==> src/rtl/mem_arbiter_if.sv <==
// mem_arbiter_if: groups the fetch port, load/store port, memory bus and
// timeout flag of mem_arbiter into one bundle.
//   slave  : the arbiter's view (takes core requests and memory responses)
//   master : the environment's view (core + memory drive the arbiter)
interface mem_arbiter_if;
    // instruction-fetch port
    logic        ifu_reqValid;
    logic [31:0] ifu_addr;
    logic        ifu_respValid;
    logic [31:0] ifu_rdata;
    // load/store port
    logic        lsu_reqValid;
    logic [31:0] lsu_addr;
    logic [1:0]  lsu_size;
    logic        lsu_wen;
    logic [31:0] lsu_wdata;
    logic [3:0]  lsu_wmask;
    logic        lsu_respValid;
    logic [31:0] lsu_rdata;
    // memory bus
    logic        mem_reqValid;
    logic        mem_reqReady;
    logic [31:0] mem_addr;
    logic [1:0]  mem_size;
    logic        mem_wen;
    logic [31:0] mem_wdata;
    logic [3:0]  mem_wmask;
    logic        mem_respValid;
    logic [31:0] mem_rdata;
    // sticky timeout flag
    logic        err_timeout;

    modport slave (
        input  ifu_reqValid, ifu_addr,
        output ifu_respValid, ifu_rdata,
        input  lsu_reqValid, lsu_addr, lsu_size, lsu_wen, lsu_wdata, lsu_wmask,
        output lsu_respValid, lsu_rdata,
        output mem_reqValid, mem_addr, mem_size, mem_wen, mem_wdata, mem_wmask,
        input  mem_reqReady, mem_respValid, mem_rdata,
        output err_timeout
    );

    modport master (
        output ifu_reqValid, ifu_addr,
        input  ifu_respValid, ifu_rdata,
        output lsu_reqValid, lsu_addr, lsu_size, lsu_wen, lsu_wdata, lsu_wmask,
        input  lsu_respValid, lsu_rdata,
        input  mem_reqValid, mem_addr, mem_size, mem_wen, mem_wdata, mem_wmask,
        output mem_reqReady, mem_respValid, mem_rdata,
        input  err_timeout
    );
endinterface

==> src/rtl/mem_arbiter.sv <==
// mem_arbiter: serialises the core's fetch (ifu) and load/store (lsu) ports
// onto one memory bus. Request pulses are latched, LSU has fixed priority,
// the memory handshake is request/ready followed by a response pulse, and
// the result returns to the originating port as a one-cycle pulse. A WAIT
// timer forces an ERR_DATA response if memory stays silent.
// Ports:
//   clock : system clock, rising edge
//   reset : asynchronous, active-low
//   bus   : mem_arbiter_if.slave (ifu_*, lsu_*, mem_*, err_timeout)
module mem_arbiter #(
    parameter int unsigned TIMEOUT  = 255,
    parameter logic [31:0] ERR_DATA = 32'hDEADBEEF
) (
    input logic          clock,
    input logic          reset,
    mem_arbiter_if.slave bus
);
    typedef enum logic [1:0] {IDLE, REQ, WAIT, RESP} state_t;

    localparam logic [31:0] TMO_LAST = 32'(TIMEOUT - 1);

    state_t      state, next_state;
    logic        gnt_lsu;
    logic        ifu_pend, lsu_pend;
    logic [31:0] ifu_addr_q;
    logic [31:0] lsu_addr_q, lsu_wdata_q;
    logic [1:0]  lsu_size_q;
    logic        lsu_wen_q;
    logic [3:0]  lsu_wmask_q;
    logic [31:0] mem_addr_q, mem_wdata_q;
    logic [1:0]  mem_size_q;
    logic        mem_wen_q;
    logic [3:0]  mem_wmask_q;
    logic [31:0] timer;
    logic [31:0] ifu_rdata_q, lsu_rdata_q;
    logic        err_q;
    logic        take_lsu, take_ifu, timeout_hit;
    logic        ifu_busy, lsu_busy;
    logic [31:0] resp_data;

    // a port is busy while its own transaction is anywhere past IDLE
    assign ifu_busy  = (state != IDLE) && !gnt_lsu;
    assign lsu_busy  = (state != IDLE) && gnt_lsu;
    assign resp_data = bus.mem_respValid ? bus.mem_rdata : ERR_DATA;

    always_ff @(posedge clock or negedge reset) begin
        if (!reset) state <= IDLE;
        else        state <= next_state;
    end

    always_comb begin
        next_state  = state;
        take_lsu    = 1'b0;
        take_ifu    = 1'b0;
        timeout_hit = 1'b0;
        unique case (state)
            IDLE: begin
                if (lsu_pend || bus.lsu_reqValid) begin
                    take_lsu   = 1'b1;
                    next_state = REQ;
                end else if (ifu_pend || bus.ifu_reqValid) begin
                    take_ifu   = 1'b1;
                    next_state = REQ;
                end
            end
            REQ: begin
                if (bus.mem_reqReady) next_state = WAIT;
            end
            WAIT: begin
                // a response in the final timer cycle beats the timeout
                if (bus.mem_respValid) begin
                    next_state = RESP;
                end else if ((TIMEOUT != 0) && (timer == TMO_LAST)) begin
                    timeout_hit = 1'b1;
                    next_state  = RESP;
                end
            end
            RESP: next_state = IDLE;
            default: next_state = IDLE;
        endcase
    end

    always_ff @(posedge clock or negedge reset) begin
        if (!reset) begin
            gnt_lsu     <= 1'b0;
            ifu_pend    <= 1'b0;
            lsu_pend    <= 1'b0;
            ifu_addr_q  <= '0;
            lsu_addr_q  <= '0;
            lsu_wdata_q <= '0;
            lsu_size_q  <= '0;
            lsu_wen_q   <= 1'b0;
            lsu_wmask_q <= '0;
            mem_addr_q  <= '0;
            mem_wdata_q <= '0;
            mem_size_q  <= '0;
            mem_wen_q   <= 1'b0;
            mem_wmask_q <= '0;
            timer       <= '0;
            ifu_rdata_q <= '0;
            lsu_rdata_q <= '0;
            err_q       <= 1'b0;
        end else begin
            // capture; a request granted in this same cycle bypasses the pend bit
            if (bus.ifu_reqValid && !ifu_pend && !ifu_busy && !take_ifu) begin
                ifu_pend   <= 1'b1;
                ifu_addr_q <= bus.ifu_addr;
            end
            if (bus.lsu_reqValid && !lsu_pend && !lsu_busy && !take_lsu) begin
                lsu_pend    <= 1'b1;
                lsu_addr_q  <= bus.lsu_addr;
                lsu_size_q  <= bus.lsu_size;
                lsu_wen_q   <= bus.lsu_wen;
                lsu_wdata_q <= bus.lsu_wdata;
                lsu_wmask_q <= bus.lsu_wmask;
            end

            if (take_lsu) begin
                gnt_lsu  <= 1'b1;
                lsu_pend <= 1'b0;
                if (lsu_pend) begin
                    mem_addr_q  <= lsu_addr_q;
                    mem_size_q  <= lsu_size_q;
                    mem_wen_q   <= lsu_wen_q;
                    mem_wdata_q <= lsu_wdata_q;
                    mem_wmask_q <= lsu_wmask_q;
                end else begin
                    mem_addr_q  <= bus.lsu_addr;
                    mem_size_q  <= bus.lsu_size;
                    mem_wen_q   <= bus.lsu_wen;
                    mem_wdata_q <= bus.lsu_wdata;
                    mem_wmask_q <= bus.lsu_wmask;
                end
            end else if (take_ifu) begin
                gnt_lsu     <= 1'b0;
                ifu_pend    <= 1'b0;
                mem_addr_q  <= ifu_pend ? ifu_addr_q : bus.ifu_addr;
                mem_size_q  <= 2'd2;
                mem_wen_q   <= 1'b0;
                mem_wdata_q <= '0;
                mem_wmask_q <= '0;
            end

            // held at zero in REQ so it starts from 0 on entry to WAIT
            if (state == REQ) begin
                timer <= '0;
            end else if ((state == WAIT) && (timer != '1)) begin
                timer <= timer + 32'd1;
            end

            if ((state == WAIT) && (next_state == RESP)) begin
                if (gnt_lsu) lsu_rdata_q <= resp_data;
                else         ifu_rdata_q <= resp_data;
                if (timeout_hit) err_q <= 1'b1;
            end
        end
    end

    assign bus.mem_reqValid  = (state == REQ);
    assign bus.mem_addr      = mem_addr_q;
    assign bus.mem_size      = mem_size_q;
    assign bus.mem_wen       = mem_wen_q;
    assign bus.mem_wdata     = mem_wdata_q;
    assign bus.mem_wmask     = mem_wmask_q;
    assign bus.ifu_respValid = (state == RESP) && !gnt_lsu;
    assign bus.lsu_respValid = (state == RESP) && gnt_lsu;
    assign bus.ifu_rdata     = ifu_rdata_q;
    assign bus.lsu_rdata     = lsu_rdata_q;
    assign bus.err_timeout   = err_q;
endmodule

==> src/flat_wrapper.sv <==
// flat-port wrapper written by rule: the top's interface ports become plain ports
module mem_arbiter_flat 
#(
    parameter int unsigned TIMEOUT  = 255,
    parameter logic [31:0] ERR_DATA = 32'hDEADBEEF
)
  (clock, reset, bus_ifu_reqValid, bus_ifu_addr, bus_ifu_respValid, bus_ifu_rdata, bus_lsu_reqValid, bus_lsu_addr, bus_lsu_size, bus_lsu_wen, bus_lsu_wdata, bus_lsu_wmask, bus_lsu_respValid, bus_lsu_rdata, bus_mem_reqValid, bus_mem_addr, bus_mem_size, bus_mem_wen, bus_mem_wdata, bus_mem_wmask, bus_mem_reqReady, bus_mem_respValid, bus_mem_rdata, bus_err_timeout);
  mem_arbiter_if bus_i ();
  input logic clock;
  input logic reset;
  input wire logic [$bits(bus_i.ifu_reqValid)-1:0] bus_ifu_reqValid;
  input wire logic [$bits(bus_i.ifu_addr)-1:0] bus_ifu_addr;
  output wire logic [$bits(bus_i.ifu_respValid)-1:0] bus_ifu_respValid;
  output wire logic [$bits(bus_i.ifu_rdata)-1:0] bus_ifu_rdata;
  input wire logic [$bits(bus_i.lsu_reqValid)-1:0] bus_lsu_reqValid;
  input wire logic [$bits(bus_i.lsu_addr)-1:0] bus_lsu_addr;
  input wire logic [$bits(bus_i.lsu_size)-1:0] bus_lsu_size;
  input wire logic [$bits(bus_i.lsu_wen)-1:0] bus_lsu_wen;
  input wire logic [$bits(bus_i.lsu_wdata)-1:0] bus_lsu_wdata;
  input wire logic [$bits(bus_i.lsu_wmask)-1:0] bus_lsu_wmask;
  output wire logic [$bits(bus_i.lsu_respValid)-1:0] bus_lsu_respValid;
  output wire logic [$bits(bus_i.lsu_rdata)-1:0] bus_lsu_rdata;
  output wire logic [$bits(bus_i.mem_reqValid)-1:0] bus_mem_reqValid;
  output wire logic [$bits(bus_i.mem_addr)-1:0] bus_mem_addr;
  output wire logic [$bits(bus_i.mem_size)-1:0] bus_mem_size;
  output wire logic [$bits(bus_i.mem_wen)-1:0] bus_mem_wen;
  output wire logic [$bits(bus_i.mem_wdata)-1:0] bus_mem_wdata;
  output wire logic [$bits(bus_i.mem_wmask)-1:0] bus_mem_wmask;
  input wire logic [$bits(bus_i.mem_reqReady)-1:0] bus_mem_reqReady;
  input wire logic [$bits(bus_i.mem_respValid)-1:0] bus_mem_respValid;
  input wire logic [$bits(bus_i.mem_rdata)-1:0] bus_mem_rdata;
  output wire logic [$bits(bus_i.err_timeout)-1:0] bus_err_timeout;
  assign bus_i.ifu_reqValid = bus_ifu_reqValid;
  assign bus_i.ifu_addr = bus_ifu_addr;
  assign bus_ifu_respValid = bus_i.ifu_respValid;
  assign bus_ifu_rdata = bus_i.ifu_rdata;
  assign bus_i.lsu_reqValid = bus_lsu_reqValid;
  assign bus_i.lsu_addr = bus_lsu_addr;
  assign bus_i.lsu_size = bus_lsu_size;
  assign bus_i.lsu_wen = bus_lsu_wen;
  assign bus_i.lsu_wdata = bus_lsu_wdata;
  assign bus_i.lsu_wmask = bus_lsu_wmask;
  assign bus_lsu_respValid = bus_i.lsu_respValid;
  assign bus_lsu_rdata = bus_i.lsu_rdata;
  assign bus_mem_reqValid = bus_i.mem_reqValid;
  assign bus_mem_addr = bus_i.mem_addr;
  assign bus_mem_size = bus_i.mem_size;
  assign bus_mem_wen = bus_i.mem_wen;
  assign bus_mem_wdata = bus_i.mem_wdata;
  assign bus_mem_wmask = bus_i.mem_wmask;
  assign bus_i.mem_reqReady = bus_mem_reqReady;
  assign bus_i.mem_respValid = bus_mem_respValid;
  assign bus_i.mem_rdata = bus_mem_rdata;
  assign bus_err_timeout = bus_i.err_timeout;
  mem_arbiter #(.TIMEOUT(TIMEOUT), .ERR_DATA(ERR_DATA)) u_core (.clock(clock), .reset(reset), .bus(bus_i));
endmodule
==> config.mk <==
export PLATFORM = sky130hd
export DESIGN_NAME = mem_arbiter_flat
export DESIGN_NICKNAME = d
export VERILOG_FILES = /design/src/rtl/mem_arbiter_if.sv /design/src/rtl/mem_arbiter.sv /design/src/flat_wrapper.sv
export SDC_FILE = /design/constraint.sdc
export NUM_CORES = 1
export LEC_CHECK = 0
export CELL_PAD_IN_SITES_DETAIL_PLACEMENT = 0
export CELL_PAD_IN_SITES_GLOBAL_PLACEMENT = 2
export CORE_MARGIN = 1
export CORE_UTILIZATION = 37
export CTS_BUF_LIST = sky130_fd_sc_hd__clkbuf_8
export DETAILED_ROUTE_END_ITERATION = 10
export GPL_ROUTABILITY_DRIVEN = 0
export GPL_TIMING_DRIVEN = 0
export PLACE_DENSITY = 0.95
export SYNTH_ARGS = -nofsm -noshare
export SYNTH_HDL_FRONTEND = slang
export SYNTH_SLANG_ARGS = --single-unit
==> constraint.sdc <==
create_clock -name clock -period 4.72 [get_ports clock]
set_clock_uncertainty 0.15 [all_clocks]
set_input_delay 0.944 -clock clock [delete_from_list [all_inputs] [get_ports clock]]
set_output_delay 0.944 -clock clock [all_outputs]
set_load 0.05 [all_outputs]
**Word-level counts from Yosys, hierarchy flattened**

Cells that the tools add are included.

- Bits of input ports: 141
- Output and inout port bits: 139
- Bits in registers: 276
- Word-level logic and storage cells: 95

- Reduce and logical (&&, ||, !) cells: 29
- Bitwise logic cells: 1
- Add/subtract/negate cells: 1
- Muxes and demuxes: 39
- Equality and inequality tests: 6

Operator list:

| cell | number |
|---|---|
| 2-to-1 mux 32 bit | 10 |
| adder 32 x 1 -> 32 bit (second input constant) | 1 |
| equality test 32 x 8 -> 1 bit (second input constant) | 1 |
| != test 32 bit (second input constant) | 1 |
| 2-to-1 mux 1 bit | 17 |
| 2-to-1 mux 2 bit | 8 |
| logical AND 1 bit | 12 |
| 2-to-1 mux 4 bit | 3 |
| case mux 2 bit (4 select lines) | 1 |
| nonzero test 2 bit | 4 |
| zero test 1 bit | 7 |
| equality test 2 bit (second input constant) | 3 |
| AND reduction 2 bit | 3 |
| equality test 2 x 1 -> 1 bit (second input constant) | 1 |
| zero test 2 bit | 1 |
| logical OR 1 bit | 2 |
| NOT 1 bit | 1 |

**Longest topological paths before layout**

- Word-level depth: 9
- Mapped depth: 8
- Depth with buffers taken out: 7

**Worst setup path after synthesis**

No wires, ideal clock.

- Path type: register to output
- From: register u_core.state[1]
- To: output port bus_ifu_respValid
- Data required time: 3.626 ns
- Buffers on the path: 2
- Arrival time: 1.505 ns
- Cell stages (with the launch flop): 5
- Path slack: 2.121 ns
- Path through: dfrtp_1 -> clkbuf_1 -> clkbuf_1 -> nand2_1 -> nor2_1

- Longest elaborated chain between the ends: 2

RTL lines:

| item | RTL line | RTL |
|---|---|---|
| start, declared | mem_arbiter.sv:22 | `state_t state, next_state;` |
| start signal, assigned | mem_arbiter.sv:48 | `else state <= next_state;` |
| equality test 2 bit | mem_arbiter.sv:165 | `assign bus.ifu_respValid = (state == RESP) && !gnt_lsu;` |
| logical AND 1 bit | mem_arbiter.sv:165 |  |
| end, declared | flat_wrapper.sv:13 | `output wire logic [$bits(bus_i.ifu_respValid)-1:0] bus_ifu_respValid;` |

Every way passes these cells.

**Final worst setup path**

- From: register u_core.state[0]
- To: output port bus_mem_reqValid

- Longest elaborated chain between the ends: 1

RTL lines:

| item | RTL line | RTL |
|---|---|---|
| equality test 2 x 1 -> 1 bit | mem_arbiter.sv:159 | `assign bus.mem_reqValid = (state == REQ);` |
| end, declared | flat_wrapper.sv:23 | `output wire logic [$bits(bus_i.mem_reqValid)-1:0] bus_mem_reqValid;` |

Every way passes these cells.

==> flow_summary.toml <==
[synthesis]
avgSynthCellArea_um2 = 12.6
synth_edf_count = 0
yosysSeqAreaShare_pct = 57.9
yosys_warnings = 0
syn_area_um2 = 11900
ys_types = 55
synth_fp_nets = 1089
synthTopCellsByCount = "276 x dfrtp_1, 113 x mux2i_1, 103 x mux2_2"
ys_ff_latch = 276
async_reset_ff_share_pct = 100
synth_area_leaders = "dfrtp_1 58%, mux2_2 9.7%, mux2i_1 9.5%"
synthMostInstantiatedCell = "dfrtp_1"
post-synth-top-area-cell = "dfrtp_1"
synth_top_area_share_pct = 57.9
ys.flop_type = "dfrtp_1"
syn_inst = 946

[timing]
rsz0062_at_grt = "false"
finalWorstPathRequiredPeriod_ns = 3.74
max_slew.worst_pin.slew_ns = 0.850
fin_crit_sh_pct = 79.3
maxSlewHeadroom_pct = 43.3
setup_viol = 0
drv_slew = 0
hold_violations = 0
final.setup.worst_slack_ns = 0.975
max_freq_ghz = 0.267
tns_ns = 0

[global_routing]
grt_pass1_wl_um = 51700
grt_max_degree = 103
grt_antenna_before_repair = 4
overflow = 0
grt_pass1_vias = 9220
gr-usage-all-layers_pct = 19.8

[setup_path]
crit_type = "reg2out"
crit_chain = "buf_1, nand2b_1, clkinv_1, clkdlybuf4s50_1"
timing.reg2reg.setup_slack_ns = 1.82
worstPathArrival_ns = 2.65
endpoint_kind = "output port"
max_stage_delay_ns = 0.88
cp_max_fo = 10
cp_slowest_cell = "clkdlybuf4s50_1"
crit_required_ns = 3.63
cp-start-kind = "flop"

[drt]
viasPerCell = 5.22
drc = 0
wl_per_cell_um = 18.8
routed_wl_um = 32300
drtIter0Drc = 481
detail-route-antenna-nets = 0
drtPass1Iterations = 5
vias = 8976

[clocking]
clock-sinks = 276
clk_latency_ns = 0.58
clk_pin_slew_ns = 0.06
cts_made_buffers = 49
clockBufferDepth = 3
ctsRootBufferMaster = "clkbuf_8"
cts_resized = 0
postCtsHoldBufs = 0
cts_setup_buffers = 0
cts_tree = "yes"
cts_max_level = 2

[min_path]
min_path_type = "in2async"

[final_layout]
multi_input_area_um2 = 4710
syn2layout_area_growth_pct = 36.5
nets = 1420
drive_above_1_share_pct = 14.7
regArea_um2 = 6910
fillCellCount = 2771

[flow_run]
max-cap-violations = 0

[placed_design]
hpwl_um = 22800
port-buffer-count = 278
dp_worst_setup_slack_ns = 0.988

[floorplanning]
die_h_um = 182
io_pins = 280
core_area_um2 = 31600
rows = 65
die_area_um2 = 33000
die_w_um = 182
start_util_pct = 37.7

[power_and_ir_drop]
leakagePower_nw = 7.10
powerDensity_nw_per_um2 = 725
ir_drop_uv = 382

[status]
status = "finished, final reports clean"
[logic make-up (layout without fill, tap and decap cells)]
kind of cell | count (synthesis) | after routing | synth area share, %
buffers and inverters | 74 | 442 | 2.60
adders and majority gates | 2 | 2 | 0.210
and+or+nand+nor | 152 | 152 | 6.46
AOI/OAI and AO/OA | 225 | 225 | 13.5
muxes | 217 | 217 | 19.3
other | 0 | 2 | 0
DFF | 276 | 276 | 57.9
[where the power goes]
group	leakage [nW]	internal, W	switching, W	total, W
registers	3.41	0.00336	0.000527	0.00389
logic	3.11	0.00222	0.00346	0.00568
clock network	0.585	0.00123	0.000989	0.00222
total	7.10	0.00682	0.00497	0.0118
[metrics by stage]
stage          hold slack [ns]  util, %  instance area [um^2]  instances  power (W)
2_1_floorplan            0.314        -                 11900        946    0.00769
4_1_cts                  0.204     51.4                 16300       1716     0.0119
5_1_grt                  0.224     51.4                 16300       1718     0.0124
3_3_place_gp             0.290     48.1                 15200       1626    0.00954
6_report                 0.191     51.4                 16300       1718     0.0118
3_5_place_dp             0.297     48.3                 15300       1628    0.00964
[final cells by class]
cell class	count	area share, %
tap	402	3.09
clock buffer	62	5.24
multi-input combinational	596	28.9
inverter	9	0.208
clock inverter	26	0.884
antenna	2	0.0308
sequential	276	42.4
buffer	65	1.70
timing repair buffer	280	17.5
[flip-flops by register name, summed over array words and instances, names as in the netlist]
signal and cells:
u_core.bus.mem_addr 32, u_core.lsu_wdata_q 32, u_core.lsu_size_q 2, u_core.bus.mem_wdata 32, u_core.lsu_wen_q 1, u_core.bus.mem_wen 1
u_core.bus.lsu_rdata 32, u_core.lsu_wmask_q 4, u_core.bus.mem_wmask 4, u_core.timer 32, u_core.gnt_lsu 1, u_core.lsu_pend 1
u_core.bus.ifu_rdata 32, u_core.bus.mem_size 2, u_core.lsu_addr_q 32, u_core.bus.err_timeout 1, u_core.ifu_pend 1, u_core.ifu_addr_q 32
u_core.state 2
[critical path, delay by kind of cell, from the launching register on]
kind / cells / cell delay (ns)
buffers and inverters: 3 / 1.51
flip-flops: 1 / 0.43
AND/OR/NAND/NOR: 1 / 0.15
[per-layer routing]
metal,GRT usage (%),up-vias,part of all wire [%]
li1,-,4185,-
met1,25.7,4475,44
met2,32.2,237,47
met3,4.29,75,5.1
met4,8.24,4,3.5
met5,0,-,0.071
[placed cells by master, fill, tap and decap left out, types with 10 or more instances in the layout]
| master | n |
|---|---|
| clkbuf_1 | 48 |
| clkdlybuf4s50_1 | 277 |
| dfrtp_1 | 276 |
| a22o_1 | 16 |
| a21oi_1 | 14 |
| inv_1 | 28 |
| o22a_1 | 48 |
| o22ai_1 | 32 |
| mux2i_1 | 113 |
| nor4_1 | 10 |
| nor2_1 | 10 |
| a21o_1 | 32 |
| nand2_1 | 69 |
| mux2_2 | 103 |
| nand3_1 | 13 |
| clkbuf_8 | 62 |
| o21ai_0 | 49 |
[path summary, 6_finish.rpt]
check / cells past startpoint / from / endpoint
worst max-delay path: 4 / u_core.state[0]$_DFF_PN0_ / bus_mem_reqValid
worst max register to register: 6 / u_core.state[1]$_DFF_PN0_ / u_core.lsu_wdata_q[28]$_DFFE_PN0P_
worst min-delay path: 1 / reset / u_core.bus.mem_wdata[13]$_DFFE_PN0P_
min in group clock: 1 / u_core.bus.err_timeout$_DFFE_PN0P_ / u_core.bus.err_timeout$_DFFE_PN0P_
max in group asynchronous: 3 / reset / u_core.lsu_addr_q[1]$_DFFE_PN0P_
worst min register to register: 1 / u_core.bus.err_timeout$_DFFE_PN0P_ / u_core.bus.err_timeout$_DFFE_PN0P_
(Power assumes the default switching activity.)
